<file path="src/rtl/load_store_unit_if.sv">
// Request and memory-side signal bundle for load_store_unit.
// slave is the LSU view; master is the view of whoever issues requests and serves memory.
interface load_store_unit_if #(
    parameter int BUS_WIDTH  = 32,
    parameter int ADDR_WIDTH = 32
);
    logic                    start;
    logic [2:0]              op;
    logic                    writeEnable;
    logic [ADDR_WIDTH-1:0]   base;
    logic [15:0]             imm;
    logic [BUS_WIDTH-1:0]    storeData;
    logic                    busy;
    logic                    done;
    logic                    error;
    logic [BUS_WIDTH-1:0]    loadData;
    logic [ADDR_WIDTH-1:0]   memAddr;
    logic                    memRequest;
    logic                    memWE;
    logic [BUS_WIDTH-1:0]    memDataOut;
    logic [BUS_WIDTH/8-1:0]  memByteEnable;
    logic [BUS_WIDTH-1:0]    memDataIn;
    logic                    memBusy;

    modport slave (
        input  start, op, writeEnable, base, imm, storeData, memDataIn, memBusy,
        output busy, done, error, loadData, memAddr, memRequest, memWE, memDataOut, memByteEnable
    );

    modport master (
        output start, op, writeEnable, base, imm, storeData, memDataIn, memBusy,
        input  busy, done, error, loadData, memAddr, memRequest, memWE, memDataOut, memByteEnable
    );
endinterface

</file>
<file path="src/rtl/load_store_unit.sv">
// Load/store unit: base+imm addressing, lane steering and extension, IDLE/REQ/WAIT/DONE memory handshake.
// Define LSU_MISALIGN_TRAP_EN to fault on misaligned accesses instead of aligning them down.
module load_store_unit #(
    parameter int BUS_WIDTH  = 32,
    parameter int ADDR_WIDTH = 32
) (
    input  logic             clk,
    input  logic             reset,
    load_store_unit_if.slave bus
);
    localparam int NBYTES = BUS_WIDTH / 8;
    localparam int OFFW   = $clog2(NBYTES);

    typedef enum logic [1:0] {
        S_IDLE = 2'd0,
        S_REQ  = 2'd1,
        S_WAIT = 2'd2,
        S_DONE = 2'd3
    } state_t;

    state_t                r_state;
    state_t                w_next_state;

    logic [ADDR_WIDTH-1:0] w_ea;
    logic [ADDR_WIDTH-1:0] w_size_mask;
    logic [ADDR_WIDTH-1:0] w_addr;
    logic [15:0]           w_len_mask;
    logic                  w_illegal_size;
    logic                  w_misaligned;
    logic                  w_fault;
    logic                  w_accept;
    logic                  w_complete;
    logic [OFFW-1:0]       w_offset;
    logic [BUS_WIDTH-1:0]  w_store_data;
    logic [NBYTES-1:0]     w_byte_en;
    logic [BUS_WIDTH-1:0]  w_shifted;
    logic [BUS_WIDTH-1:0]  w_load_ext;
    logic                  w_fill;

    logic [1:0]            r_size;
    logic                  r_zext;
    logic [OFFW-1:0]       r_offset;
    logic                  r_busy;
    logic                  r_done;
    logic                  r_error;
    logic                  r_mem_req;
    logic                  r_mem_we;
    logic [ADDR_WIDTH-1:0] r_mem_addr;
    logic [BUS_WIDTH-1:0]  r_mem_dout;
    logic [NBYTES-1:0]     r_mem_be;
    logic [BUS_WIDTH-1:0]  r_load_data;

    assign w_ea           = bus.base + ADDR_WIDTH'($signed(bus.imm));
    assign w_size_mask    = ADDR_WIDTH'((4'd1 << bus.op[1:0]) - 4'd1);
    assign w_len_mask     = (16'd1 << (4'd1 << bus.op[1:0])) - 16'd1;
    assign w_illegal_size = (bus.op[1:0] == 2'd3) && (BUS_WIDTH == 32);

`ifdef LSU_MISALIGN_TRAP_EN
    assign w_misaligned = |(w_ea & w_size_mask);
    assign w_addr       = w_ea;
`else
    assign w_misaligned = 1'b0;
    assign w_addr       = w_ea & ~w_size_mask;
`endif

    assign w_fault    = w_illegal_size | w_misaligned;
    assign w_accept   = (r_state == S_IDLE) && bus.start;
    assign w_complete = (r_state == S_WAIT) && !bus.memBusy;
    assign w_offset   = w_addr[OFFW-1:0];
    assign w_byte_en  = NBYTES'(w_len_mask << w_offset);

    // Replicate the low bytes of the store operand across every lane of the bus.
    always_comb begin
        w_store_data = '0;
        case (bus.op[1:0])
            2'd0:    w_store_data = {NBYTES{bus.storeData[7:0]}};
            2'd1:    w_store_data = {(NBYTES/2){bus.storeData[15:0]}};
            2'd2:    w_store_data = {(NBYTES/4){bus.storeData[31:0]}};
            default: w_store_data = bus.storeData;
        endcase
    end

    assign w_shifted = bus.memDataIn >> {r_offset, 3'b000};

    // Right-align the addressed lane(s) and fill the upper bits with sign or zero.
    always_comb begin
        w_fill     = 1'b0;
        w_load_ext = w_shifted;
        case (r_size)
            2'd0:    w_fill = ~r_zext & w_shifted[7];
            2'd1:    w_fill = ~r_zext & w_shifted[15];
            2'd2:    w_fill = ~r_zext & w_shifted[31];
            default: w_fill = 1'b0;
        endcase
        for (int i = 0; i < BUS_WIDTH; i++) begin
            if (i >= (8 << r_size)) begin
                w_load_ext[i] = w_fill;
            end else begin
                w_load_ext[i] = w_shifted[i];
            end
        end
    end

    // Next-state logic; faulting requests never leave IDLE.
    always_comb begin
        w_next_state = r_state;
        case (r_state)
            S_IDLE: begin
                if (bus.start && !w_fault) begin
                    w_next_state = S_REQ;
                end else begin
                    w_next_state = S_IDLE;
                end
            end
            S_REQ:  w_next_state = S_WAIT;
            S_WAIT: begin
                if (!bus.memBusy) begin
                    w_next_state = S_DONE;
                end else begin
                    w_next_state = S_WAIT;
                end
            end
            S_DONE:  w_next_state = S_IDLE;
            default: w_next_state = S_IDLE;
        endcase
    end

    // State register.
    always_ff @(posedge clk or posedge reset) begin
        if (reset) begin
            r_state <= S_IDLE;
        end else begin
            r_state <= w_next_state;
        end
    end

    // Registered outputs; the memory request is launched at accept and held until WAIT completes.
    always_ff @(posedge clk or posedge reset) begin
        if (reset) begin
            r_busy      <= 1'b0;
            r_done      <= 1'b0;
            r_error     <= 1'b0;
            r_mem_req   <= 1'b0;
            r_mem_we    <= 1'b0;
            r_mem_addr  <= '0;
            r_mem_dout  <= '0;
            r_mem_be    <= '0;
            r_load_data <= '0;
            r_size      <= 2'd0;
            r_zext      <= 1'b0;
            r_offset    <= '0;
        end else begin
            r_busy  <= (w_next_state != S_IDLE);
            r_done  <= w_complete;
            r_error <= w_accept && w_fault;
            if (w_accept && !w_fault) begin
                r_mem_req  <= 1'b1;
                r_mem_we   <= bus.writeEnable;
                r_mem_addr <= w_addr & ~ADDR_WIDTH'(NBYTES - 1);
                r_mem_dout <= bus.writeEnable ? w_store_data : '0;
                r_mem_be   <= bus.writeEnable ? w_byte_en : '0;
                r_size     <= bus.op[1:0];
                r_zext     <= bus.op[2];
                r_offset   <= w_offset;
            end else if (w_complete) begin
                r_mem_req <= 1'b0;
                r_mem_we  <= 1'b0;
                if (!r_mem_we) begin
                    r_load_data <= w_load_ext;
                end else begin
                    r_load_data <= r_load_data;
                end
            end else begin
                r_mem_req <= r_mem_req;
            end
        end
    end

    assign bus.busy          = r_busy;
    assign bus.done          = r_done;
    assign bus.error         = r_error;
    assign bus.loadData      = r_load_data;
    assign bus.memAddr       = r_mem_addr;
    assign bus.memRequest    = r_mem_req;
    assign bus.memWE         = r_mem_we;
    assign bus.memDataOut    = r_mem_dout;
    assign bus.memByteEnable = r_mem_be;
endmodule
</file>
<file path="src/flat_wrapper.sv">
// flat-port wrapper written by rule: the top's interface ports become plain ports
module load_store_unit_flat 
#(
    parameter int BUS_WIDTH  = 32,
    parameter int ADDR_WIDTH = 32
)
  (clk, reset, bus_start, bus_op, bus_writeEnable, bus_base, bus_imm, bus_storeData, bus_memDataIn, bus_memBusy, bus_busy, bus_done, bus_error, bus_loadData, bus_memAddr, bus_memRequest, bus_memWE, bus_memDataOut, bus_memByteEnable);
  load_store_unit_if #(.BUS_WIDTH(BUS_WIDTH), .ADDR_WIDTH(ADDR_WIDTH)) bus_i ();
  input  logic clk;
  input  logic reset;
  input wire logic [$bits(bus_i.start)-1:0] bus_start;
  input wire logic [$bits(bus_i.op)-1:0] bus_op;
  input wire logic [$bits(bus_i.writeEnable)-1:0] bus_writeEnable;
  input wire logic [$bits(bus_i.base)-1:0] bus_base;
  input wire logic [$bits(bus_i.imm)-1:0] bus_imm;
  input wire logic [$bits(bus_i.storeData)-1:0] bus_storeData;
  input wire logic [$bits(bus_i.memDataIn)-1:0] bus_memDataIn;
  input wire logic [$bits(bus_i.memBusy)-1:0] bus_memBusy;
  output wire logic [$bits(bus_i.busy)-1:0] bus_busy;
  output wire logic [$bits(bus_i.done)-1:0] bus_done;
  output wire logic [$bits(bus_i.error)-1:0] bus_error;
  output wire logic [$bits(bus_i.loadData)-1:0] bus_loadData;
  output wire logic [$bits(bus_i.memAddr)-1:0] bus_memAddr;
  output wire logic [$bits(bus_i.memRequest)-1:0] bus_memRequest;
  output wire logic [$bits(bus_i.memWE)-1:0] bus_memWE;
  output wire logic [$bits(bus_i.memDataOut)-1:0] bus_memDataOut;
  output wire logic [$bits(bus_i.memByteEnable)-1:0] bus_memByteEnable;
  assign bus_i.start = bus_start;
  assign bus_i.op = bus_op;
  assign bus_i.writeEnable = bus_writeEnable;
  assign bus_i.base = bus_base;
  assign bus_i.imm = bus_imm;
  assign bus_i.storeData = bus_storeData;
  assign bus_i.memDataIn = bus_memDataIn;
  assign bus_i.memBusy = bus_memBusy;
  assign bus_busy = bus_i.busy;
  assign bus_done = bus_i.done;
  assign bus_error = bus_i.error;
  assign bus_loadData = bus_i.loadData;
  assign bus_memAddr = bus_i.memAddr;
  assign bus_memRequest = bus_i.memRequest;
  assign bus_memWE = bus_i.memWE;
  assign bus_memDataOut = bus_i.memDataOut;
  assign bus_memByteEnable = bus_i.memByteEnable;
  load_store_unit #(.BUS_WIDTH(BUS_WIDTH), .ADDR_WIDTH(ADDR_WIDTH)) u_core (.clk(clk), .reset(reset), .bus(bus_i));
endmodule
</file>
<file path="config.mk">
export PLATFORM = sky130hd
export DESIGN_NAME = load_store_unit_flat
export DESIGN_NICKNAME = d
export VERILOG_FILES = /design/src/rtl/load_store_unit_if.sv /design/src/rtl/load_store_unit.sv /design/src/flat_wrapper.sv
export SDC_FILE = /design/constraint.sdc
export NUM_CORES = 1
export LEC_CHECK = 0
export CORE_MARGIN = 5
export CORE_UTILIZATION = 26
export CTS_BUF_LIST = sky130_fd_sc_hd__clkbuf_2
export DETAILED_ROUTE_END_ITERATION = 10
export GPL_ROUTABILITY_DRIVEN = 0
export PLACE_DENSITY_LB_ADDON = 0.2
export SYNTH_ARGS = -nofsm -noshare
export SYNTH_HDL_FRONTEND = slang
export SYNTH_SLANG_ARGS = --single-unit
</file>
<file path="constraint.sdc">
create_clock -name clk -period 3.5 [get_ports clk]
set_clock_uncertainty 0.1 [all_clocks]
set_input_delay 0.35 -clock clk [delete_from_list [all_inputs] [get_ports clk]]
set_output_delay 0.35 -clock clk [all_outputs]
set_load 0.05 [all_outputs]
</file>
# ---- Yosys cells after proc, flatten, opt, wreduce, memory -nomap -nowiden
# Cells that the tools add are included.
dict set report totals {
  reg_bits 110
  latchBits 0
  mem_bits_rw 0
  rom_bits 0
  out_inout_bits 105
  wordCells 124
  n_memories 0
}
dict set report op_classes {
  add_sub_neg 3
  multipliers 0
  n_div 0
  magnitude_cmp 32
  eq_ne 7
  n_shift 6
  mux 42
  bitwise_logic 8
  reduce_logical 13
}
# operator n
set op_table {}
lappend op_table {{greater-or-equal comparator 6 x 32 -> 1 bit (first input constant)} 16}
lappend op_table {{greater-or-equal comparator 5 x 32 -> 1 bit (first input constant)} 8}
lappend op_table {{greater-or-equal comparator 4 x 32 -> 1 bit (first input constant)} 4}
lappend op_table {{greater-or-equal comparator 3 x 32 -> 1 bit (first input constant)} 2}
lappend op_table {{one-hot mux 32 bit (2 select lines)} 1}
lappend op_table {{two-way mux 1 bit} 37}
lappend op_table {{adder 32 bit} 1}
lappend op_table {{bitwise AND 32 bit} 1}
lappend op_table {{greater-or-equal comparator 1 x 32 -> 1 bit (first input constant)} 1}
lappend op_table {{greater-or-equal comparator 2 x 32 -> 1 bit (first input constant)} 1}
lappend op_table {{two-way mux 32 bit} 1}
lappend op_table {{NOT 32 bit} 1}
lappend op_table {{left shift 1 x 2 -> 32 bit (first input constant)} 1}
lappend op_table {{left shift 4 x 2 -> 32 bit (first input constant)} 1}
lappend op_table {{right shift 32 x 5 -> 32 bit} 1}
lappend op_table {{subtractor 32 x 1 -> 32 bit (second input constant)} 1}
lappend op_table {{left shift 1 x 4 -> 16 bit (first input constant)} 1}
lappend op_table {{left shift 16 x 2 -> 4 bit} 1}
lappend op_table {{subtractor 16 x 1 -> 16 bit (second input constant)} 1}
lappend op_table {{equality test 2 bit (second input constant)} 4}
lappend op_table {{one-hot mux 2 bit (4 select lines)} 1}
lappend op_table {{equality test 2 x 1 -> 1 bit (second input constant)} 3}
lappend op_table {{logical NOT 2 bit} 3}
lappend op_table {{logical AND 1 bit} 5}
lappend op_table {{other kinds (8)} 14}

# ---- Depth between registers and ports, before layout
# Gate-level depths: netlist of the first run.
dict set report logic_depth {
  word_depth 6
  ltp_mapped 10
  ltp_nobuf 9
}

# ---- Worst setup path after synthesis of the first run
# No wires, ideal clock.
dict set report synth_timing {
  path_type {input to register}
  startpoint {input port bus_imm[0]}
  endpoint {register u_core.r_mem_addr[30] (netlist: u_core.bus.memAddr[30])}
  setup_ns 0.122
  arrival_time_ns 2.421
  required_time_ns 3.278
  setup_slack_ns 0.857
  path_stages 9
  n_path_buf 0
  path_cell_list {ha_1 > fa_1 > a211oi_1 > o21ai_1 > a31oi_1 > a21o_2 > a21oi_1 > or3_1 > a32o_1}
}
dict set report synth_between {
  elab_chain_cells 2
}
# element line
set synth_lines {}
lappend synth_lines {{start, declared} flat_wrapper.sv:15} ;# input wire logic [$bits(bus_i.imm)-1:0] bus_imm;
lappend synth_lines {{adder 32 bit} load_store_unit.sv:53} ;# assign w_ea = bus.base + ADDR_WIDTH'($signed(bus.imm));
lappend synth_lines {{bitwise AND 32 bit} load_store_unit.sv:63} ;# assign w_addr = w_ea & ~w_size_mask;
lappend synth_lines {{end signal, assigned} load_store_unit.sv:159} ;# r_mem_addr <= w_addr & ~ADDR_WIDTH'(NBYTES - 1);
lappend synth_lines {{end, declared} load_store_unit.sv:48} ;# logic [ADDR_WIDTH-1:0] r_mem_addr;
# Every way passes these cells.
# A chain may end at the register's enable or synchronous reset.

# ---- Worst setup path in the final report of the first run
dict set report layout_timing {
  startpoint {input port bus_imm[0]}
  endpoint {register u_core.r_mem_addr[28] (netlist: u_core.bus.memAddr[28])}
}
# Same word-level chain as after synthesis.

==> results of run 1 <==
## layout make-up
class | count | share of cell area
repair buffers | 248 | 0.247
diodes | 1 | 0.000253
flip-flops and latches | 110 | 0.278
inverters | 33 | 0.0128
multi-input cells | 641 | 0.403
clock inverters | 7 | 0.0105
well taps | 341 | 0.0431
clock buffers | 9 | 0.00456
## how the worst max path moves through the flow
stage,startpoint,endpoint,cells past startpoint
2_1_floorplan,reset,u_core.bus.busy$_DFF_PP0_,1
3_3_place_gp,bus_imm[0],u_core.bus.memAddr[28]$_DFFE_PP0P_,11
3_5_place_dp,bus_imm[0],u_core.bus.memAddr[20]$_DFFE_PP0P_,11
4_1_cts,u_core.r_state[0]$_DFF_PP0_,u_core.bus.memAddr[24]$_DFFE_PP0P_,8
5_1_grt,u_core.r_state[0]$_DFF_PP0_,u_core.bus.memDataOut[23]$_DFFE_PP0P_,9
6_report,bus_imm[0],u_core.bus.memAddr[28]$_DFFE_PP0P_,11
## worst max-delay path, cell delays in order
cell	delay, ns
clkdlybuf4s50_1	0.40
ha_1	0.24
fa_1	0.42
a211oi_1	0.42
o21ai_1	0.15
a31oi_1	0.28
a21o_2	0.23
buf_4	0.14
o31a_1	0.29
a2111o_1	0.19
nand3_1	0.08
## cell families (layout without fill, tap and decap cells)
family | after synthesis | count (layout) | synth area share
AO/OA/AOI/OAI | 267 | 267 | 0.244
XOR/XNOR | 21 | 21 | 0.0262
adder cells (fa/ha/maj) | 45 | 45 | 0.0812
buffers and inverters | 77 | 297 | 0.0431
flip-flops | 110 | 110 | 0.392
multiplexers | 28 | 28 | 0.0399
other | 1 | 3 | 0.000534
AND/OR/NAND/NOR | 278 | 278 | 0.173
## power by group
part           switching (uW)  internal (uW)  total (uW)
sequential                345           1820        2170
clock                     487            247         734
combinational            3400           1790        5190
total                    4230           3860        8090
## through the flow
stage | power, uW | setup WS, ns | utilization
final | 8090 | 0.772 | 0.369
after floorplan | 5610 | 0.148 | -
after detailed placement | 7450 | 0.119 | 0.363
after global routing | 8630 | 0.577 | 0.369
after global placement | 7430 | 0.148 | 0.363
after CTS | 8210 | 0.773 | 0.369
## layer usage
| layer | up-vias | GRT usage | part of all wire |
|---|---|---|---|
| met4 | 0 | 0.0373 | 0.012 |
| met2 | 147 | 0.272 | 0.50 |
| li1 | 3397 | - | - |
| met3 | 17 | 0.0235 | 0.038 |
| met5 | - | 0 | 0 |
| met1 | 3253 | 0.203 | 0.45 |
## registers in the layout, summed over array words and instances (netlist names)
signal,count
u_core.bus.loadData,32
u_core.bus.memDataOut,32
u_core.bus.memAddr,30
u_core.bus.memByteEnable,4
u_core.r_offset,2
u_core.r_size,2
u_core.r_state,2
u_core.bus.busy,1
u_core.bus.done,1
u_core.bus.error,1
u_core.bus.memRequest,1
u_core.bus.memWE,1
u_core.r_zext,1
## cells in the mapped netlist, drive strengths merged, types with 4 or more instances
cell type / count
a211oi: 20
a21o: 6
a21oi: 63
a222oi: 8
a22o: 5
a31oi: 6
buf: 8
clkbuf: 36
dfrtp: 110
ha: 44
inv: 33
mux2i: 28
nand2: 136
nand2b: 7
nand3: 15
nand4: 9
nor2: 75
nor2b: 11
nor3: 9
o211ai: 5
o21a: 6
o21ai: 87
o21bai: 4
o22a: 9
o31ai: 24
or3: 5
xnor2: 11
xor2: 10
==> metrics.txt, run 1 <==
Avg Vias per Cell 4.90; final hold violation count 0; RR Endpoint u_core.bus.memAddr[24]$_DFFE_PP0P_; WP data arrival 3.19 ns; Synth Flop Type dfrtp_1; hold path cells 3; status finished, final reports clean; PwrDens 819 nW/um2; Mean Syn Cell Area 8.50 um2; Worst Setup Path Type input port to register; gr usage total 0.156; H-tree depth 3; max-slew violations 0; min-delay worst type input port to register; Placed Instance Area 9730 um2; RSZ-0062 raised after global routing no; Die W 174 um; placed insts 1372; synth warn 0; via count 6814; Leak Pwr 0.00419 uW; Synth Cell Area 7030 um2; Area Overhead vs Synth 40.7%; Final HPWL DP 19.1 mm; vias in the first global route 6876; Worst Setup End Kind register; largest area contributor in the netlist dfrtp_1; Post-Route WL 24.3 mm; critical path launch point type input port; R2R Path Start u_core.r_state[0]$_DFF_PP0_; post-synthesis async set-or-reset flop share 1.00; most frequent cells in the layout clkdlybuf4s50_1, nand2_1, dfrtp_1, o21ai_0, nor2_1; clock slew at reported path FFs 0.31 ns; Die Y 174 um; DRC Markers 0; WHS Endpoint u_core.r_zext$_DFFE_PP0P_; Synth Instances 827; PostCTS Resize Cnt 0; Yosys top cell area share 0.392; setup bufs post-CTS 0; Seq cells post-synth 110; global-route wire length before repair 38.1 mm; top cells by area, synth dfrtp_1, ha_1, nand2_1, o21ai_0, a21oi_1; CP Data Required Time 3.96 ns; Initial Utilization 0.262; global route total overflow 0; CTS max path bufs 2; 1st-pass router iterations 7; Max-Cap Viols 0; crit path time final 2.73 ns; worst-path maximum fanout 5; DRT iter0 DRCs 427; max_slew headroom 0.419; commonest non-fill, non-tap cell in the layout clkdlybuf4s50_1; Least-Margin Pin Slew 0.871 ns; final worst path period share 0.779; hold-fix buffer count after cts 1; Cell Count, Final, Fillers Out 1390; root buf cell clkbuf_2; IO Port Bufs 222; Core Region 26800 um2; CTS Buf Count 9; setup TNS 0 ns; largest net degree at the start of global routing 63; Reg2Reg Setup Slack 0.81 ns; Register Area 2750 um2; Post-synth EDFFs 0; # IOs 225; peak supply drop 321 uV; fin area 9890 um2; Peak Freq 367 MHz; ANT nets after route 0; HP Start bus_op[2]; Clk Latency, worst-skew pair 0.62 ns; layout cell share with drive strength beyond 1 0.0515; die area 30400 um2; area of the multi-input gates 3990 um2; CTS tree yes; Final nets 1208; final setup fails 0; Seq/Total Area, Yosys 0.392; WHS 0.101 ns; wire length per cell 17.5 um; initial antenna violation count 1; reg2reg path depth 8; row count 60; clk sinks 110; Fillers 2789; Cell variety after synth 61
Note: power is estimated with default switching activity, not from simulation.
==> inputs of run 2 (changes only) <==
clock period = 2.2 ns   (was 3.5 ns; I/O delays follow)
==> run 2 against run 1 <==
  * Register-to-register slack got worse by 0.80 ns
  * Worst setup slack got worse by 0.76 ns
  * Worst hold slack got worse by 0.030 ns
  * Combinational power increased by 64%
  * Sequential share of layout area is 3.2 points lower
  * Sequential power rose by 59%
  * Clock-buffer cell count rose by 1
==> metrics.txt, run 2 (synthesized netlist as in run 1, its figures left out) <==
row count 60 (unchanged); DRC Markers 0 (unchanged); CP Data Required Time 2.68 ns (was 3.96 ns); wire length per cell 16.2 um (was 17.5 um); vias in the first global route 7309 (was 6876); final hold violation count 0 (unchanged); clock slew at reported path FFs 0.35 ns (was 0.31 ns); root buf cell clkbuf_2 (unchanged); gr usage total 0.164 (was 0.156); Max-Cap Viols 0 (unchanged); Die Y 174 um (unchanged); clk sinks 110 (unchanged); DRT iter0 DRCs 418 (was 427); Post-Route WL 25.4 mm (was 24.3 mm); WP data arrival 2.68 ns (was 3.19 ns); Least-Margin Pin Slew 0.617 ns (was 0.871 ns); setup TNS 0 ns (unchanged); most frequent cells in the layout buf_4, nand2_1, clkdlybuf4s50_1, dfrtp_1, dlygate4sd2_1 (was clkdlybuf4s50_1, nand2_1, dfrtp_1, o21ai_0, nor2_1); RSZ-0062 raised after global routing yes (was no); Worst Setup Path Type register to register (was input port to register); final setup fails 0 (unchanged); Die W 174 um (unchanged); max_slew headroom 0.589 (was 0.419); area of the multi-input gates 4070 um2 (was 3990 um2); global route total overflow 0 (unchanged); via count 7343 (was 6814); Initial Utilization 0.262 (unchanged); die area 30400 um2 (unchanged); Layout Utilization 0.418 (was 0.369); # IOs 225 (unchanged); Register Area 2750 um2 (about the same); Worst Setup Slack, final 0.00862 ns (was 0.772 ns); max-slew violations 0 (unchanged); min-delay worst type input port to register (unchanged); Leak Pwr 0.00530 uW (was 0.00419 uW); layout cell share with drive strength beyond 1 0.182 (was 0.0515); Core Region 26800 um2 (unchanged); CTS Buf Count 9 (unchanged); commonest non-fill, non-tap cell in the layout buf_4 (was clkdlybuf4s50_1); 1st-pass router iterations 6 (was 7); peak supply drop 396 uV (was 321 uV); ANT nets after route 0 (unchanged); worst-path maximum fanout 8 (was 5); Area Overhead vs Synth 59.3% (was 40.7%); initial antenna violation count 1 (unchanged); Final HPWL DP 20.4 mm (was 19.1 mm); status finished, final reports clean (unchanged); CTS max path bufs 2 (unchanged); crit path time final 2.19 ns; Fillers 2758 (was 2789); Clk Latency, worst-skew pair 0.65 ns (was 0.62 ns); critical path launch point type register (was input port); PwrDens 1150 nW/um2 (was 819 nW/um2); IO Port Bufs 222 (unchanged); Final nets 1380 (was 1208); global-route wire length before repair 40.0 mm (was 38.1 mm); largest net degree at the start of global routing 111 (was 63); Worst Setup End Kind register (unchanged); H-tree depth 3 (unchanged); final worst path period share 0.996; Avg Vias per Cell 4.70 (was 4.90); CTS tree yes (unchanged); Place WS -0.614 ns (was 0.119 ns); Peak Freq 456 MHz
==> run 2: worst paths after layout <==
kind | slack, ns | to | start | depth (start not counted)
setup reg to reg | 0.009 | u_core.bus.loadData[5]$_DFFE_PP0P_ | u_core.r_offset[0]$_DFFE_PP0P_ | 8
hold / removal | 0.07 | u_core.bus.memDataOut[5]$_DFFE_PP0P_ | bus_storeData[5] | 3
setup / recovery | 0.009 | u_core.bus.loadData[5]$_DFFE_PP0P_ | u_core.r_offset[0]$_DFFE_PP0P_ | 8
hold reg to reg | 0.41 | u_core.bus.memDataOut[31]$_DFFE_PP0P_ | u_core.bus.memDataOut[31]$_DFFE_PP0P_ | 2
min in group asynchronous | 0.46 | u_core.bus.done$_DFF_PP0_ | reset | 4
max in group asynchronous | 1.02 | u_core.bus.memAddr[28]$_DFFE_PP0P_ | reset | 4
==> run 2: worst max-delay path, stage by stage (launching register included) <==
cell	delay, ns
dfrtp_2	0.53
mux2i_2	0.18
mux2i_4	0.18
a22oi_2	0.13
a2111oi_4	0.44
nor3b_4	0.25
buf_6	0.15
a21oi_2	0.04
o21ai_1	0.15
==> run 2: stage by stage <==
stage	power (uW)	hold slack (ns)	std cells	cell area, um2
after detailed placement	12400	0.368	1515	10900
after CTS	12900	0.00583	1559	11100
after global placement	12400	0.360	1515	10900
after floorplan	8940	0.225	828	7050
after global routing	13800	0.0108	1562	11200
final	12900	0.0707	1562	11200
==> run 2: final cells by class <==
class / count / area share
tap: 341 / 0.0381
inverter: 33 / 0.0114
clock inverter: 6 / 0.00492
clock buffer: 10 / 0.00447
timing repair buffer: 420 / 0.332
antenna: 1 / 0.000224
sequential: 110 / 0.246
multi-input combinational: 641 / 0.363
==> run 2: what timing repair did <==
action,4_1_cts,5_1_grt
endpoints found under the hold margin,133,1
buffers inserted,4,1
setup endpoints to repair,126,39
hold buffers,24,1
gates resized for setup,105,36
pin swaps,1,9
==> run 2: per-layer routing <==
layer | global-route usage | part of all wire | up-vias
met2 | 0.276 | 0.48 | 167
met5 | 0 | 0 | -
met1 | 0.217 | 0.46 | 3408
met4 | 0.0501 | 0.020 | 0
met3 | 0.0250 | 0.040 | 27
li1 | - | - | 3741
==> run 2: power breakdown <==
part / internal [uW] / switching (uW) / total, uW
registers: 2900 / 543 / 3440
clock network: 178 / 748 / 926
logic: 2900 / 5620 / 8510
